[config.mk]
export PLATFORM = sky130hd
export DESIGN_NAME = dcache_lsu
export DESIGN_NICKNAME = d
export VERILOG_FILES = /design/src/rtl/dcache_lsu.sv
export SDC_FILE = /design/constraint.sdc
export NUM_CORES = 1
export LEC_CHECK = 0
export ABC_AREA = 0
export CORE_UTILIZATION = 41
export DETAILED_ROUTE_END_ITERATION = 16
export PLACE_DENSITY_LB_ADDON = 0.05
export SYNTH_ARGS = -nofsm -noshare
export SYNTH_HDL_FRONTEND = slang
export SYNTH_SLANG_ARGS = --single-unit
export TNS_END_PERCENT = 10
[constraint.sdc]
create_clock -name clk -period 1.6 [get_ports clk]
set_input_delay 0.32 -clock clk [delete_from_list [all_inputs] [get_ports clk]]
set_output_delay 0.32 -clock clk [all_outputs]
set_load 0.05 [all_outputs]
[src/rtl/dcache_lsu.sv]
// rtl/dcache_lsu.sv - load/store unit sequencing byte/half/word accesses onto a word-wide dcache
//
// Purpose: accepts one pipeline memory request at a time, reads/writes the
// data cache over a registered word-address port, performs big-endian lane
// extraction for loads (sign/zero extension) and read-merge-write for
// sub-word stores, and returns a one-cycle completion pulse.
//
// Optional feature: define LSU_UNALIGNED_EXC_EN to trap misaligned LW/SW and
// LH/LHU/SH (completes in one cycle with resp_err=1, no dcache access).
// Without it the low address bits below the access size are ignored.
//
// Ports:
//   clk, reset              clock, synchronous active-high reset
//   req_valid/op/addr/wdata request from the pipeline (taken only when idle)
//   busy                    high whenever the unit is not idle
//   resp_valid/rdata/err    completion pulse, load data, misalignment flag
//   dc_wen/addr/wdata       registered dcache write enable, word address, data
//   dc_rdata                dcache read word, valid the cycle after dc_addr

module dcache_lsu (
    input  logic        clk,
    input  logic        reset,
    input  logic        req_valid,
    input  logic [2:0]  req_op,
    input  logic [31:0] req_addr,
    input  logic [31:0] req_wdata,
    output logic        busy,
    output logic        resp_valid,
    output logic [31:0] resp_rdata,
    output logic        resp_err,
    output logic        dc_wen,
    output logic [31:0] dc_addr,
    output logic [31:0] dc_wdata,
    input  logic [31:0] dc_rdata
);

    localparam logic [2:0] OP_LB  = 3'b000;
    localparam logic [2:0] OP_LH  = 3'b001;
    localparam logic [2:0] OP_SW  = 3'b010;
    localparam logic [2:0] OP_LW  = 3'b011;
    localparam logic [2:0] OP_LBU = 3'b100;
    localparam logic [2:0] OP_LHU = 3'b101;
    localparam logic [2:0] OP_SB  = 3'b110;
    localparam logic [2:0] OP_SH  = 3'b111;

    typedef enum logic [2:0] {
        S_IDLE = 3'd0,
        S_RD   = 3'd1,
        S_CAP  = 3'd2,
        S_WR   = 3'd3,
        S_DONE = 3'd4
    } state_e;

    state_e      state_q, state_d;
    logic [2:0]  op_q, op_d;
    logic [1:0]  lo_q, lo_d;     // address byte offset, selects the lane
    logic [15:0] wd_q, wd_d;     // only the low halfword is needed for SB/SH
    logic        dc_wen_q, dc_wen_d;
    logic [31:0] dc_addr_q, dc_addr_d;
    logic [31:0] dc_wdata_q, dc_wdata_d;
    logic [31:0] rdata_q, rdata_d;
    logic        err_q, err_d;

    logic        misal;
    logic [7:0]  byte_sel;
    logic [15:0] half_sel;
    logic [31:0] load_val;
    logic [31:0] merged;

`ifdef LSU_UNALIGNED_EXC_EN
    always_comb begin
        misal = 1'b0;
        case (req_op)
            OP_LW, OP_SW:         misal = (req_addr[1:0] != 2'b00);
            OP_LH, OP_LHU, OP_SH: misal = req_addr[0];
            default:              misal = 1'b0;
        endcase
    end
`else
    assign misal = 1'b0;
`endif

    // Big-endian lanes: offset 0 is the most significant byte.
    always_comb begin
        byte_sel = 8'h00;
        case (lo_q)
            2'd0:    byte_sel = dc_rdata[31:24];
            2'd1:    byte_sel = dc_rdata[23:16];
            2'd2:    byte_sel = dc_rdata[15:8];
            default: byte_sel = dc_rdata[7:0];
        endcase
        half_sel = lo_q[1] ? dc_rdata[15:0] : dc_rdata[31:16];
    end

    always_comb begin
        load_val = dc_rdata;
        case (op_q)
            OP_LB:   load_val = {{24{byte_sel[7]}}, byte_sel};
            OP_LBU:  load_val = {24'h000000, byte_sel};
            OP_LH:   load_val = {{16{half_sel[15]}}, half_sel};
            OP_LHU:  load_val = {16'h0000, half_sel};
            default: load_val = dc_rdata;
        endcase
    end

    // Sub-word store: replace only the addressed lane of the word just read.
    always_comb begin
        merged = dc_rdata;
        if (op_q == OP_SB) begin
            case (lo_q)
                2'd0:    merged[31:24] = wd_q[7:0];
                2'd1:    merged[23:16] = wd_q[7:0];
                2'd2:    merged[15:8]  = wd_q[7:0];
                default: merged[7:0]   = wd_q[7:0];
            endcase
        end else if (lo_q[1]) begin
            merged[15:0] = wd_q;
        end else begin
            merged[31:16] = wd_q;
        end
    end

    always_comb begin
        state_d    = state_q;
        op_d       = op_q;
        lo_d       = lo_q;
        wd_d       = wd_q;
        dc_wen_d   = 1'b0;
        dc_addr_d  = dc_addr_q;
        dc_wdata_d = dc_wdata_q;
        rdata_d    = rdata_q;
        err_d      = err_q;
        case (state_q)
            S_IDLE: begin
                if (req_valid) begin
                    op_d    = req_op;
                    lo_d    = req_addr[1:0];
                    wd_d    = req_wdata[15:0];
                    rdata_d = 32'h0;
                    err_d   = 1'b0;
                    if (misal) begin
                        err_d   = 1'b1;
                        state_d = S_DONE;
                    end else begin
                        dc_addr_d = {2'b00, req_addr[31:2]};
                        if (req_op == OP_SW) begin
                            // Full word store needs no read, write right away.
                            dc_wen_d   = 1'b1;
                            dc_wdata_d = req_wdata;
                            state_d    = S_WR;
                        end else begin
                            state_d = S_RD;
                        end
                    end
                end
            end
            S_RD: state_d = S_CAP;
            S_CAP: begin
                if (op_q[2:1] == 2'b11) begin
                    dc_wdata_d = merged;
                    dc_wen_d   = 1'b1;
                    state_d    = S_WR;
                end else begin
                    rdata_d = load_val;
                    state_d = S_DONE;
                end
            end
            S_WR: state_d = S_DONE;
            S_DONE: begin
                rdata_d = 32'h0;
                err_d   = 1'b0;
                state_d = S_IDLE;
            end
            default: state_d = S_IDLE;
        endcase
    end

    always_ff @(posedge clk) begin
        if (reset) begin
            state_q    <= S_IDLE;
            op_q       <= 3'b000;
            lo_q       <= 2'b00;
            wd_q       <= 16'h0000;
            dc_wen_q   <= 1'b0;
            dc_addr_q  <= 32'h0;
            dc_wdata_q <= 32'h0;
            rdata_q    <= 32'h0;
            err_q      <= 1'b0;
        end else begin
            state_q    <= state_d;
            op_q       <= op_d;
            lo_q       <= lo_d;
            wd_q       <= wd_d;
            dc_wen_q   <= dc_wen_d;
            dc_addr_q  <= dc_addr_d;
            dc_wdata_q <= dc_wdata_d;
            rdata_q    <= rdata_d;
            err_q      <= err_d;
        end
    end

    assign busy       = (state_q != S_IDLE);
    assign resp_valid = (state_q == S_DONE);
    assign resp_rdata = rdata_q;
    assign resp_err   = err_q;
    assign dc_wen     = dc_wen_q;
    assign dc_addr    = dc_addr_q;
    assign dc_wdata   = dc_wdata_q;

endmodule

==> flow_metrics.tcl, run 1 <==
set metrics [dict create \
    status "finished, violations left" \
    failed_checks "negative setup slack" \
    start_kind "register" \
    clk_latency_ns 0.43 \
    ys_top_cells_by_area "dfxtp_1 41%, nand2_1 8.0%, a21oi_1 7.2%, nor2_1 4.5%, nand3b_1 3.3%" \
    finalCriticalPeriod_ns 1.72 \
    initial_core_util 0.422 \
    drc 0 \
    crit_end "dc_wdata[19]" \
    io_buffers 198 \
    fin_nets 1076 \
    synth-adder-area-share 0 \
    coreArea_um2 13900 \
    rsz0062_at_grt "true" \
    synth-async-reset-ratio 0 \
    synth_top_family_by_area "compound AO/OA/AOI/OAI gates" \
    drt.antenna.violating_nets 0 \
    numCtsBuffers 17 \
    synthMuxAreaShare 0.00745 \
    numClockSinks 119 \
    yosys_register_bits 119 \
    dp_hpwl_mm 15.2 \
    r2r-start "state_q[1]" \
    htreeDepth 4 \
    grt.overflow.total 0 \
    regToRegSetupSlack_ns -0.12 \
    track_usage 0.293 \
    most-common-layout-cells "137 x buf_4, 125 x nand2_1, 115 x dfxtp_1" \
    antenna_cells 0 \
    netlist_instances 738 \
    hold_buffers 0 \
    powerDensity_nw_per_um2 965 \
    synth_compound_area_frac 0.277 \
    vias 6608 \
    seq_area_frac_synth 0.405 \
    required_ns 1.90 \
    ys_types 55 \
    peakVddDrop_uv 745 \
    tritoncts "done" \
    setup_viol 64 \
    wl_per_cell_um 18.4 \
    synth_top_area_share 0.405 \
    final_min_period_over_clock_period 1.07 \
    worst_ep_arrival_time_ns 2.02 \
    first_global_vias 6417 \
    gp_congestion 0.945 \
    io-pin-count 202 \
    finalHoldViolations 0 \
    clock.fmax_mhz 582 \
    final_common_cell "buf_4" \
    worstSetupStartpoint "state_q[1]" \
    yosys.area.top_type "dfxtp_1" \
    ys.flop_type "dfxtp_1" \
    die_w_um 122 \
    drtPass1Iterations 5 \
    synth_edf_count 0 \
    r2r_end "dc_wdata[19]" \
    maxCapViolCount 0 \
    die_y_um 122 \
    skew_ns 0.00582 \
    avgViaCountPerCell 5.66 \
    synth.cell_area_um2 5880 \
    drv_slew 0 \
    syn_avg_cell_area_um2 7.97 \
    ys_warn_count 0 \
    crit_type "register to register" \
    drive_gt1_frac 0.307 \
    setup_tns_ns -2.95 \
    clockBufferDepth 2 \
    drt_iter0_markers 537 \
    dp.cells 1124 \
    grt_pass1_wl_mm 33.3 \
    min_path_type "input port to register" \
    placed_area_um2 8680 \
    antenna_found_initial 0 \
    std_cell_rows 43 \
    synth-xor-area-share 0 \
    path_max_fanout 8 \
    finalWirelength_mm 21.5 \
    endpoint_kind "register" \
    utilization 0.695 \
    clk_pin_slew_ns 0.06 \
    cts-root-buf "clkbuf_16" \
    fin_cells 1167 \
    area_delta_synth_final_pct 64.7 \
    p_leak_nw 3.80 \
    design_area_um2 9690 \
    grt_max_degree 59 \
    synthSimpleGateAreaFrac 0.244 \
    die-area_um2 14800 \
    worst_slack_ns -0.118 \
    r2r_cells 5 \
]
-- final cells by class --
cell class                      instances  area, um2
Clock inverter                         13        170
Tap cell                              180        225
Sequential cell                       119       2390
Fill cell                            1114       4250
Timing Repair Buffer                  288       3000
Multi-Input combinational cell        535       3410
Clock buffer                           19        443
Inverter                               13       52.6
-- worst min-delay path by stage --
stage                     slack [ns]          end  cells after the start          from
after detailed placement        0.45  dc_addr[18]                      2   dc_addr[18]
after global placement          0.44  dc_addr[18]                      2   dc_addr[18]
final                           0.44  dc_addr[18]                      3  req_addr[20]
after global routing            0.43      lo_q[0]                      3   req_addr[0]
after floorplan                 0.44     wd_q[10]                      2      wd_q[10]
after CTS                       0.43      lo_q[0]                      3   req_addr[0]
-- through the flow --
stage	hold slack, ns	setup WS [ns]	total power [mW]
CTS	0.425	-0.101	9.30
global route	0.428	-0.192	9.66
floorplan	0.444	-0.111	4.36
detailed placement	0.450	-0.430	5.29
finish	0.436	-0.118	9.34
global placement	0.443	-0.386	5.25
-- kinds of logic after synthesis --
kind of cell | Yosys count
mux | 3
other cells | 1
buf+inv | 86
flops | 119
compound gates | 231
simple gates | 298
-- critical path, stage by stage (launching register included) --
cell and delay (ns):
dfxtp_2 0.36, or3b_4 0.45, buf_4 0.17, or4_4 0.43, o31ai_2 0.09, o41ai_2 0.08
-- cells in the mapped netlist (all sizes together), types with 2 or more instances --
| library cell | instances |
|---|---|
| a211oi | 8 |
| a21o | 3 |
| a21oi | 86 |
| a221oi | 16 |
| a22o | 8 |
| a31oi | 6 |
| a32o | 7 |
| buf | 29 |
| clkbuf | 44 |
| clkinv | 2 |
| dfxtp | 119 |
| inv | 11 |
| nand2 | 126 |
| nand2b | 2 |
| nand3b | 26 |
| nor2 | 71 |
| nor2b | 18 |
| nor3 | 25 |
| nor3b | 10 |
| nor4 | 2 |
| o2111ai | 9 |
| o211ai | 6 |
| o21ai | 35 |
| o2bb2ai | 17 |
| o31ai | 9 |
| o41ai | 16 |
| or4 | 8 |
-- power breakdown --
group          internal, mW  leakage (nW)  switching [mW]
clock network          2.50         0.290            1.48
registers              3.11         0.971           0.131
logic                 0.915          2.54            1.21
-- metal layers --
layer  routed length [um]  part of all wire  global-route usage
met5                    0                 0                   0
met3                 1730             0.080              0.0880
met4                  490             0.023               0.113
met2                10200              0.47               0.471
met1                 9060              0.42               0.367
-- flip-flops by register name, indices dropped and copies added, names as in the netlist --
| register | flops |
|---|---|
| dc_addr | 30 |
| dc_wdata | 32 |
| dc_wen | 1 |
| lo_q | 2 |
| op_q | 3 |
| resp_rdata | 32 |
| state_q | 3 |
| wd_q | 16 |
-- what timing repair did --
item | CTS | global route
endpoints found under the setup margin | 101 | 101
gates cloned | 1 | 0
gates resized for setup | 34 | 32
hold endpoints to repair | 0 | 0
setup buffers | 7 | 3
pin swaps | 9 | 3
Note: power is estimated with default switching activity, not from simulation.
==> run 2: changes to the inputs <==
--- a/config.mk
+++ b/config.mk
@@ -9,6 +9,7 @@
 export CORE_UTILIZATION = 41
 export DETAILED_ROUTE_END_ITERATION = 16
 export PLACE_DENSITY_LB_ADDON = 0.05
+export SLEW_MARGIN = 25
 export SYNTH_ARGS = -nofsm -noshare
 export SYNTH_HDL_FRONTEND = slang
 export SYNTH_SLANG_ARGS = --single-unit
==> results of run 2 <==
The final DEF is identical to that of run 1; final timing and power are the same.
==> run 3: changes to the inputs <==
--- a/config.mk
+++ b/config.mk
@@ -6,7 +6,7 @@
 export NUM_CORES = 1
 export LEC_CHECK = 0
 export ABC_AREA = 0
-export CORE_UTILIZATION = 41
+export CORE_UTILIZATION = 37
 export DETAILED_ROUTE_END_ITERATION = 16
 export PLACE_DENSITY_LB_ADDON = 0.05
 export SLEW_MARGIN = 25
==> flow_metrics.tcl, run 3 (synthesis results as in run 1) <==
set metrics [dict create \
    cts-root-buf "clkbuf_16" \
    met2_length_mm 10.4 \
    worst_ep_arrival_time_ns 1.42 \
    slew_headroom 0.544 \
    required_ns 1.28 \
    peakVddDrop_uv 800 \
    wl_per_cell_um 18.2 \
    design_area_um2 9980 \
    io_buffers 198 \
    routedLengthMet1_mm 9.59 \
    finalHoldViolations 0 \
    drive_gt1_frac 0.313 \
    finalCriticalPeriod_ns 1.74 \
    powerDensity_nw_per_um2 968 \
    whs_endpoint "dc_addr[19]" \
    clock.fmax_mhz 574 \
    finalWirelength_mm 21.9 \
    area_delta_synth_final_pct 69.7 \
    fill_cells 1292 \
    setup_tns_ns -1.19 \
    drt.antenna.violating_nets 0 \
    min_from "req_addr[21]" \
    r2r_cells 6 \
    die_y_um 128 \
    fin_cells 1202 \
    status "finished, violations left" \
    r2r-start "state_q[0]" \
    grt_pass1_wl_mm 32.6 \
    htreeDepth 4 \
    failed_checks "negative setup slack" \
    track_usage 0.259 \
    io-pin-count 202 \
    rsz0062_at_grt "true" \
    grt_max_degree 61 \
    antenna_cells 0 \
    die-area_um2 16400 \
    regToRegSetupSlack_ns -0.09 \
    placed_area_um2 8690 \
    routed.top_layer "met4" \
    fin_nets 1081 \
    crit_type "register to primary output" \
    clk_pin_slew_ns 0.06 \
    r2r_end "dc_wdata[20]" \
    totalPowerFinal_mw 9.66 \
    std_cell_rows 45 \
    drtPass1Iterations 5 \
    wl_met3_mm 1.41 \
    initial_core_util 0.383 \
    endpoint_kind "primary output" \
    p_leak_nw 3.92 \
    tritoncts "done" \
    most-common-layout-cells "135 x buf_4, 126 x nand2_1, 114 x dfxtp_1" \
    gp_congestion 0.889 \
    start_kind "register" \
    hold_path_depth 3 \
    numCtsBuffers 17 \
    skew_ns 0.00635 \
    hold_buffers 0 \
    worst_slew_pin_slew_ns 0.685 \
    worst_slack_ns -0.142 \
    numClockSinks 119 \
    drv_slew 0 \
    vias 6579 \
    dp.cells 1158 \
    clk_latency_ns 0.42 \
    drc 0 \
    dp_hpwl_mm 15.6 \
    first_global_vias 6326 \
    setup_viol 39 \
    path_max_fanout 5 \
    grt.overflow.total 0 \
    antenna_found_initial 0 \
    drt_iter0_markers 530 \
    die_w_um 128 \
    clockBufferDepth 2 \
    min_path_type "input port to register" \
    coreArea_um2 15400 \
    final_common_cell "buf_4" \
    final_min_period_over_clock_period 1.09 \
    maxCapViolCount 0 \
    avgViaCountPerCell 5.47 \
]
## run 3: changes by cell type in the layout (fill, tap and decap cells not counted), moves of 4 or more
cell       delta
a21oi_1       +9
a21oi_2       -9
a221oi_1      -6
o21ai_0       -6
clkbuf_16     +5
o21ai_1       +5
a221oi_2      +4
o31ai_4       +4
o41ai_2       -4
## run 3: what timing repair did
action                     CTS  global route
setup buffers                1             7
pin swaps                    9            17
resized for setup           33            60
setup endpoints to repair   94           101
cloned                       0             5
## run 3: layer usage
metal | up-vias | GRT usage
met1 | 3139 | 0.331
li1 | 3132 | -
met5 | - | 0
met3 | 44 | 0.0601
met2 | 264 | 0.418
met4 | 0 | 0.107
## run 3: stage by stage
step           utilization  hold slack, ns  worst slack [ns]
5_1_grt              0.649           0.451            -0.194
6_report             0.649           0.441            -0.142
4_1_cts              0.619           0.433            -0.160
2_1_floorplan            -           0.444            -0.111
3_5_place_dp         0.566           0.451            -0.471
3_3_place_gp         0.566           0.443            -0.406
## run 3: layout make-up
| cell class | instances | area (um2) | area share |
|---|---|---|---|
| well taps | 211 | 264 | 0.0264 |
| repair buffers | 293 | 3110 | 0.311 |
| clock buffers | 20 | 467 | 0.0468 |
| flip-flops and latches | 119 | 2390 | 0.240 |
| inverters | 13 | 52.6 | 0.00526 |
| multi-input cells | 535 | 3500 | 0.351 |
| clock inverters | 11 | 195 | 0.0196 |
## run 3: worst max-delay path, stage by stage (launching register included)
cell	delay, ns
dfxtp_4	0.36
buf_6	0.13
buf_6	0.11
nor3_4	0.18
inv_2	0.07
buf_12	0.14
## run 3: where the power goes
part / leakage, nW / switching, mW / total, mW / internal [mW]
sequential: 0.972 / 0.131 / 3.24 / 3.11
combinational: 2.63 / 1.23 / 2.15 / 0.925
clock: 0.315 / 1.39 / 4.27 / 2.88
## run 3: worst max path at each step
stage	slack, ns	end	startpoint	depth (start not counted)
final	-0.14	busy	state_q[0]	5
after CTS	-0.16	busy	state_q[0]	5
after global placement	-0.41	resp_rdata[14]	dc_rdata[7]	5
after global routing	-0.19	busy	state_q[0]	5
after floorplan	-0.11	dc_wdata[20]	state_q[0]	6
after detailed placement	-0.47	dc_wdata[2]	req_op[1]	6
